===== src/rtl/mix_sequencer_if.sv =====
// Sample/mix bus between the effect datapath, the mix sequencer and the
// output serializer. The producer side drives the sample pair and the mix
// controls. The sequencer side returns the mixed sample and its status.
interface mix_sequencer_if #(
  parameter int WIDTH  = 16,
  parameter int GAIN_W = 8
);
  logic                     sampleStrobe_i;
  logic signed [WIDTH-1:0]  pktDry_i;
  logic signed [WIDTH-1:0]  pktWet_i;
  logic        [GAIN_W:0]   mixTarget_i;
  logic                     bypass_i;
  logic signed [WIDTH-1:0]  pktMixed_o;
  logic                     pktValid_o;
  logic                     busy_o;
  logic                     overrun_o;
  logic        [GAIN_W:0]   gain_o;

  modport master (
    output sampleStrobe_i, pktDry_i, pktWet_i, mixTarget_i, bypass_i,
    input  pktMixed_o, pktValid_o, busy_o, overrun_o, gain_o
  );

  modport slave (
    input  sampleStrobe_i, pktDry_i, pktWet_i, mixTarget_i, bypass_i,
    output pktMixed_o, pktValid_o, busy_o, overrun_o, gain_o
  );
endinterface


===== src/rtl/mix_sequencer.sv =====
// Wet/dry mix sequencer. A single shared multiplier is time-multiplexed
// over two cycles per sample to form dry*(FS-g) + wet*g. The result is then
// rounded, saturated and registered. The wet gain g ramps toward the
// programmed target by at most RAMP_STEP per completed sample.
module mix_sequencer #(
  parameter int WIDTH     = 16,
  parameter int GAIN_W    = 8,
  parameter int RAMP_STEP = 16
) (
  input logic clk_i,
  input logic rst_n_i,
  mix_sequencer_if.slave bus
);

  localparam int ACC_W       = WIDTH + GAIN_W + 2;
  localparam int FS_INT      = 1 << GAIN_W;
  localparam int HALF_INT    = FS_INT / 2;
  localparam int SAT_MAX_INT = (1 << (WIDTH - 1)) - 1;

  localparam logic [GAIN_W:0]         FS      = FS_INT[GAIN_W:0];
  localparam logic [GAIN_W:0]         HALF_FS = HALF_INT[GAIN_W:0];
  localparam logic [GAIN_W:0]         STEP    = RAMP_STEP[GAIN_W:0];
  localparam logic signed [ACC_W-1:0] ROUND   = ACC_W'(HALF_INT);
  localparam logic signed [ACC_W-1:0] SAT_MAX = ACC_W'(SAT_MAX_INT);
  localparam logic signed [ACC_W-1:0] SAT_MIN = ACC_W'(-SAT_MAX_INT - 1);

  typedef enum logic [1:0] {IDLE, MUL_DRY, MUL_WET, DONE} state_t;

  state_t                   state;
  logic signed [WIDTH-1:0]  dry_q;
  logic signed [WIDTH-1:0]  wet_q;
  logic                     bypass_q;
  logic        [GAIN_W:0]   gain_cap;
  logic        [GAIN_W:0]   gain_q;
  logic signed [ACC_W-1:0]  acc;
  logic signed [WIDTH-1:0]  mixed_q;
  logic                     valid_q;
  logic                     busy_q;
  logic                     overrun_q;

  logic signed [WIDTH-1:0]  mul_a;
  logic signed [GAIN_W+1:0] mul_b;
  logic signed [ACC_W-1:0]  product;
  logic signed [ACC_W-1:0]  rounded;
  logic signed [ACC_W-1:0]  shifted;
  logic signed [WIDTH-1:0]  mix_result;
  logic        [GAIN_W:0]   target;
  logic        [GAIN_W:0]   gap;
  logic        [GAIN_W:0]   gain_next;

  // Steer the one shared multiplier: dry against (FS-g) first, then wet against g.
  always_comb begin
    mul_a = wet_q;
    mul_b = signed'({1'b0, gain_cap});
    if (state == MUL_DRY) begin
      mul_a = dry_q;
      mul_b = signed'({1'b0, FS - gain_cap});
    end
  end

  assign product = ACC_W'(mul_a) * ACC_W'(mul_b);

  // Round half up, shift back to sample scale and clamp to the signed sample range.
  always_comb begin
    rounded = acc + ROUND;
    shifted = rounded >>> GAIN_W;
    if (shifted > SAT_MAX) begin
      mix_result = SAT_MAX[WIDTH-1:0];
    end else if (shifted < SAT_MIN) begin
      mix_result = SAT_MIN[WIDTH-1:0];
    end else begin
      mix_result = shifted[WIDTH-1:0];
    end
  end

  // Next gain: land on the clamped target when close enough, otherwise move one step toward it.
  always_comb begin
    target    = (bus.mixTarget_i > FS) ? FS : bus.mixTarget_i;
    gain_next = target;
    gap       = '0;
    if (target > gain_q) begin
      gap = target - gain_q;
      if (gap > STEP) gain_next = gain_q + STEP;
    end else begin
      gap = gain_q - target;
      if (gap > STEP) gain_next = gain_q - STEP;
    end
  end

  // Sequencer: capture in IDLE, two multiply cycles, then publish the result and advance the gain.
  always_ff @(posedge clk_i or negedge rst_n_i) begin
    if (!rst_n_i) begin
      state     <= IDLE;
      dry_q     <= '0;
      wet_q     <= '0;
      bypass_q  <= 1'b0;
      gain_cap  <= HALF_FS;
      gain_q    <= HALF_FS;
      acc       <= '0;
      mixed_q   <= '0;
      valid_q   <= 1'b0;
      busy_q    <= 1'b0;
      overrun_q <= 1'b0;
    end else begin
      valid_q   <= 1'b0;
      overrun_q <= bus.sampleStrobe_i && (state != IDLE);
      case (state)
        IDLE: begin
          if (bus.sampleStrobe_i) begin
            dry_q    <= bus.pktDry_i;
            wet_q    <= bus.pktWet_i;
            bypass_q <= bus.bypass_i;
            gain_cap <= gain_q;
            busy_q   <= 1'b1;
            state    <= MUL_DRY;
          end
        end
        MUL_DRY: begin
          acc   <= product;
          state <= MUL_WET;
        end
        MUL_WET: begin
          acc   <= acc + product;
          state <= DONE;
        end
        DONE: begin
          mixed_q <= bypass_q ? dry_q : mix_result;
          valid_q <= 1'b1;
          gain_q  <= gain_next;
          busy_q  <= 1'b0;
          state   <= IDLE;
        end
        default: state <= IDLE;
      endcase
    end
  end

  assign bus.pktMixed_o = mixed_q;
  assign bus.pktValid_o = valid_q;
  assign bus.busy_o     = busy_q;
  assign bus.overrun_o  = overrun_q;
  assign bus.gain_o     = gain_q;

endmodule


===== src/flat_wrapper.sv =====
// flat-port wrapper written by rule: the top's interface ports become plain ports
module mix_sequencer_flat 
#(
  parameter int WIDTH     = 16,
  parameter int GAIN_W    = 8,
  parameter int RAMP_STEP = 16
)
  (clk_i, rst_n_i, bus_sampleStrobe_i, bus_pktDry_i, bus_pktWet_i, bus_mixTarget_i, bus_bypass_i, bus_pktMixed_o, bus_pktValid_o, bus_busy_o, bus_overrun_o, bus_gain_o);
  mix_sequencer_if #(.WIDTH(WIDTH), .GAIN_W(GAIN_W)) bus_i ();
  input logic clk_i;
  input logic rst_n_i;
  input wire logic [$bits(bus_i.sampleStrobe_i)-1:0] bus_sampleStrobe_i;
  input wire logic [$bits(bus_i.pktDry_i)-1:0] bus_pktDry_i;
  input wire logic [$bits(bus_i.pktWet_i)-1:0] bus_pktWet_i;
  input wire logic [$bits(bus_i.mixTarget_i)-1:0] bus_mixTarget_i;
  input wire logic [$bits(bus_i.bypass_i)-1:0] bus_bypass_i;
  output wire logic [$bits(bus_i.pktMixed_o)-1:0] bus_pktMixed_o;
  output wire logic [$bits(bus_i.pktValid_o)-1:0] bus_pktValid_o;
  output wire logic [$bits(bus_i.busy_o)-1:0] bus_busy_o;
  output wire logic [$bits(bus_i.overrun_o)-1:0] bus_overrun_o;
  output wire logic [$bits(bus_i.gain_o)-1:0] bus_gain_o;
  assign bus_i.sampleStrobe_i = bus_sampleStrobe_i;
  assign bus_i.pktDry_i = bus_pktDry_i;
  assign bus_i.pktWet_i = bus_pktWet_i;
  assign bus_i.mixTarget_i = bus_mixTarget_i;
  assign bus_i.bypass_i = bus_bypass_i;
  assign bus_pktMixed_o = bus_i.pktMixed_o;
  assign bus_pktValid_o = bus_i.pktValid_o;
  assign bus_busy_o = bus_i.busy_o;
  assign bus_overrun_o = bus_i.overrun_o;
  assign bus_gain_o = bus_i.gain_o;
  mix_sequencer #(.WIDTH(WIDTH), .GAIN_W(GAIN_W), .RAMP_STEP(RAMP_STEP)) u_core (.clk_i(clk_i), .rst_n_i(rst_n_i), .bus(bus_i));
endmodule

===== config.mk =====
export PLATFORM = sky130hd
export DESIGN_NAME = mix_sequencer_flat
export DESIGN_NICKNAME = d
export VERILOG_FILES = /design/src/rtl/mix_sequencer_if.sv /design/src/rtl/mix_sequencer.sv /design/src/flat_wrapper.sv
export SDC_FILE = /design/constraint.sdc
export NUM_CORES = 1
export LEC_CHECK = 0
export ABC_AREA = 1
export CORE_MARGIN = 5
export CORE_UTILIZATION = 30
export CTS_BUF_LIST = sky130_fd_sc_hd__clkbuf_4 sky130_fd_sc_hd__clkbuf_8 sky130_fd_sc_hd__clkbuf_16
export DETAILED_ROUTE_END_ITERATION = 7
export PLACE_DENSITY_LB_ADDON = 0.3
export REMOVE_ABC_BUFFERS = 1
export SLEW_MARGIN = 0
export SYNTH_ARGS = -nofsm -noshare
export SYNTH_HDL_FRONTEND = slang
export SYNTH_SLANG_ARGS = --single-unit

===== constraint.sdc =====
create_clock -name clk_i -period 8.7 [get_ports clk_i]
set_clock_uncertainty 0.2 [all_clocks]
set_input_delay 0.87 -clock clk_i [delete_from_list [all_inputs] [get_ports clk_i]]
set_output_delay 0.87 -clock clk_i [all_outputs]
set_load 0.02 [all_outputs]

==> flow_metrics.tcl, run 1 <==
set metrics [dict create \
    status "completed" \
    die_width_um 221 \
    coreArea_um2 44100 \
    synth_edf_count 0 \
    synth_flop_cell "dfrtp_1" \
    clk-insertion-delay-late_ns 0.39 \
    io_pins 73 \
    groute.usage.overall_pct 17.2 \
    wl_mm 41.0 \
    ys_async_sr_fraction_pct 100 \
    grt_pass1_wl_mm 66.9 \
    overflow 0 \
    netlist.area_leader.share_pct 18.6 \
    finalSetupViolations 0 \
    dp_hpwl_mm 33.9 \
    tns_ns 0 \
    slew_violations 0 \
    tritoncts "built" \
    cts_made_buffers 9 \
    fill_cells 4819 \
    areaGrowthSynthToFinish_pct 14.0 \
    cts_num_sinks 98 \
    drc_errors 0 \
    routabilityCongestion 0.940 \
    synth_area_leaders "fa_1 19%, dfrtp_1 18%, nand2_1 16%" \
    fin_nets 2296 \
    crit_type "reg -> reg" \
    portBuffers 72 \
    worst_slew_pin_slew_ns 0.850 \
    hp-class "reg -> reg" \
    yosys.area.top_type "fa_1" \
    drt_iter0_markers 986 \
    clockBufferDepth 2 \
    ys_seq_area_share_pct 18.4 \
    ctsHoldBuffers 0 \
    end_kind "flop" \
    synth.avg_cell_area_um2 6.85 \
    die_area_um2 48700 \
    routedWlPerCell_um 15.7 \
    synth_seq_cells 98 \
    initial_core_util_pct 30.2 \
    fmax_ghz 0.122 \
    crit_top_cell "nand2_1" \
    critPathMaxStageDelay_ns 0.56 \
    drt-pass1-iter-count 5 \
    slew_headroom_pct 43.3 \
    insertedDiodeCount 0 \
    dr_total_vias 12400 \
    crit_path_top_delay_cell "fa_1" \
    grt_pass1_vias 12300 \
    yosys.cell_types.count 43 \
    synth_area_um2 13300 \
    worstPathMaxFanout 12 \
    final_antenna_net_count 0 \
    cts-root-buf "clkbuf_16" \
    h-tree-depth 3 \
    hold_violations 0 \
    viasPerCell 4.76 \
    period_share_pct 94.5 \
    syn_inst 1945 \
    dieHeight_um 221 \
    antenna_found_initial 1 \
    drive_gt1_share_pct 3.96 \
    grt_max_degree 57 \
    start_kind "flop" \
    rows 77 \
    maxCapViolCount 0 \
    clk_pin_slew_ns 0.09 \
    yosysWarnings 0 \
    critical_path_arrival_ns 8.30 \
    required_ns 8.78 \
    fin_crit_ns 8.22 \
]
worst max-delay path: cells and delay by family, from the launching register on:
kind                     cells  cell delay (ns)
buffers and inverters        6             0.83
adder cells (fa/ha/maj)      7             3.34
flip-flops                   1             0.41
AND/OR/NAND/NOR             22             3.35
synthesized netlist by cell type (2+ instances only):
| cell | number |
|---|---|
| a21o_1 | 7 |
| a21oi_1 | 83 |
| buf_1 | 2 |
| clkbuf_1 | 36 |
| clkinv_1 | 4 |
| dfrtp_1 | 96 |
| dfstp_2 | 2 |
| fa_1 | 124 |
| ha_1 | 110 |
| inv_1 | 367 |
| inv_2 | 4 |
| nand2_1 | 554 |
| nand2_2 | 2 |
| nand2b_1 | 2 |
| nand3_1 | 114 |
| nand3b_1 | 6 |
| nand4_1 | 22 |
| nor2_1 | 194 |
| nor2_2 | 5 |
| nor3_1 | 8 |
| nor3_4 | 2 |
| nor4_1 | 4 |
| o211ai_1 | 7 |
| o21a_1 | 2 |
| o21ai_0 | 111 |
| o21ai_1 | 7 |
| o21bai_1 | 8 |
| o22ai_1 | 2 |
| or2_2 | 3 |
| xnor2_1 | 12 |
| xor2_1 | 32 |
| xor2_2 | 2 |
through the flow:
step	instances	instance area, µm²	worst slack [ns]	hold WS (ns)	util (%)
3_5_place_dp	2592	14800	0.168	0.264	33.5
5_1_grt	2614	15200	-0.0317	0.312	34.4
2_1_floorplan	1903	13100	0.929	0.251	-
3_3_place_gp	2592	14800	0.122	0.270	33.5
4_1_cts	2608	15100	0.160	0.293	34.3
6_report	2614	15200	0.482	0.284	34.4
layout make-up:
cell class	instances	area, µm²	area share [%]
multi-input combinational	1430	9310	61.3
timing repair inverter	1	7.51	0.0494
clock inverter	7	96.3	0.634
tap	592	741	4.87
inverter	375	1420	9.31
sequential	98	2450	16.2
timing repair buffer	102	943	6.21
clock buffer	9	225	1.48
layout by cell type, fill, tap and decap left out, types with 2 or more instances in the layout:
master,synthesis,layout
nor4_1,4,3
or2_2,3,3
inv_1,367,365
clkdlybuf4s50_1,0,71
o21ai_0,111,110
o21a_1,2,2
nor2_1,194,194
o21bai_1,8,8
nand4_1,22,22
buf_4,1,31
clkinvlp_4,0,4
o22ai_1,2,2
xor2_2,2,2
fa_1,124,124
inv_8,0,3
nor3_4,2,2
a21oi_1,83,83
nand3b_1,6,6
nand2_2,2,3
nor3_1,8,8
xnor2_1,12,11
xor2_1,32,32
o211ai_1,7,7
clkinv_1,4,4
nand3_1,114,114
nand2b_1,2,2
nand2_1,554,553
a21o_1,7,7
clkbuf_16,0,9
dfstp_2,2,2
dfrtp_1,96,96
nor2_2,5,5
o21ai_1,7,8
ha_1,110,109
inv_2,4,4
metal layers:
metal,vias up,track usage [%],wire [µm]
met2,370,26.7,18000
met4,2,4.73,865
met3,45,2.61,2470
li1,6128,-,-
met1,5897,25.1,19600
met5,-,0,7
timing repair:
item / CTS / global route
setup buffers: 0 / 5
gates resized for setup: 0 / 9
endpoints found under the setup margin: 0 / 10
final timing paths:
path	to	slack (ns)	depth (start not counted)	start
worst max register to register	u_core.acc[25]$_DFFE_PN0P_	0.48	35	u_core.gain_cap[0]$_DFFE_PN0P_
worst min-delay path	u_core.bus.pktMixed_o[6]$_DFFE_PN0P_	0.28	2	u_core.bus.pktMixed_o[6]$_DFFE_PN0P_
worst max-delay path	u_core.acc[25]$_DFFE_PN0P_	0.48	35	u_core.gain_cap[0]$_DFFE_PN0P_
min in group asynchronous	u_core.acc[1]$_DFFE_PN0P_	0.30	1	rst_n_i
max in group asynchronous	u_core.gain_cap[8]$_DFFE_PN0P_	6.75	2	rst_n_i
worst min register to register	u_core.bus.pktMixed_o[6]$_DFFE_PN0P_	0.28	2	u_core.bus.pktMixed_o[6]$_DFFE_PN0P_
sequential cells by signal (all words and copies together) (netlist names):
name                   cells
u_core.acc                26
u_core.bypass_q            1
u_core.bus.pktValid_o      1
u_core.dry_q              16
u_core.bus.busy_o          1
u_core.bus.pktMixed_o     16
u_core.bus.overrun_o       1
u_core.gain_cap            9
u_core.bus.gain_o          9
u_core.state               2
u_core.wet_q              16
cells by family (layout without fill, tap and decap cells):
kind of cell / count (synthesis) / after routing / share of synthesized area, %
fa+ha+maj: 234 / 234 / 28.9
xor+xnor: 46 / 46 / 3.14
compound gates: 230 / 230 / 9.24
flops: 98 / 98 / 18.4
simple gates: 920 / 920 / 28.3
buf+inv: 417 / 494 / 11.9
Power of run 1 is not shown: default switching activity piles up to over one toggle a cycle in this logic, so the estimate is an artifact.
==> inputs of run 2 (changes only) <==
--- a/config.mk
+++ b/config.mk
@@ -12,7 +12,7 @@
 export DETAILED_ROUTE_END_ITERATION = 7
 export PLACE_DENSITY_LB_ADDON = 0.3
 export REMOVE_ABC_BUFFERS = 1
-export SLEW_MARGIN = 0
+export SLEW_MARGIN = 20
 export SYNTH_ARGS = -nofsm -noshare
 export SYNTH_HDL_FRONTEND = slang
 export SYNTH_SLANG_ARGS = --single-unit
==> results of run 2 <==
The final DEF is identical to that of run 1; final timing and power are the same.
Power of run 2 is left out for the same reason.
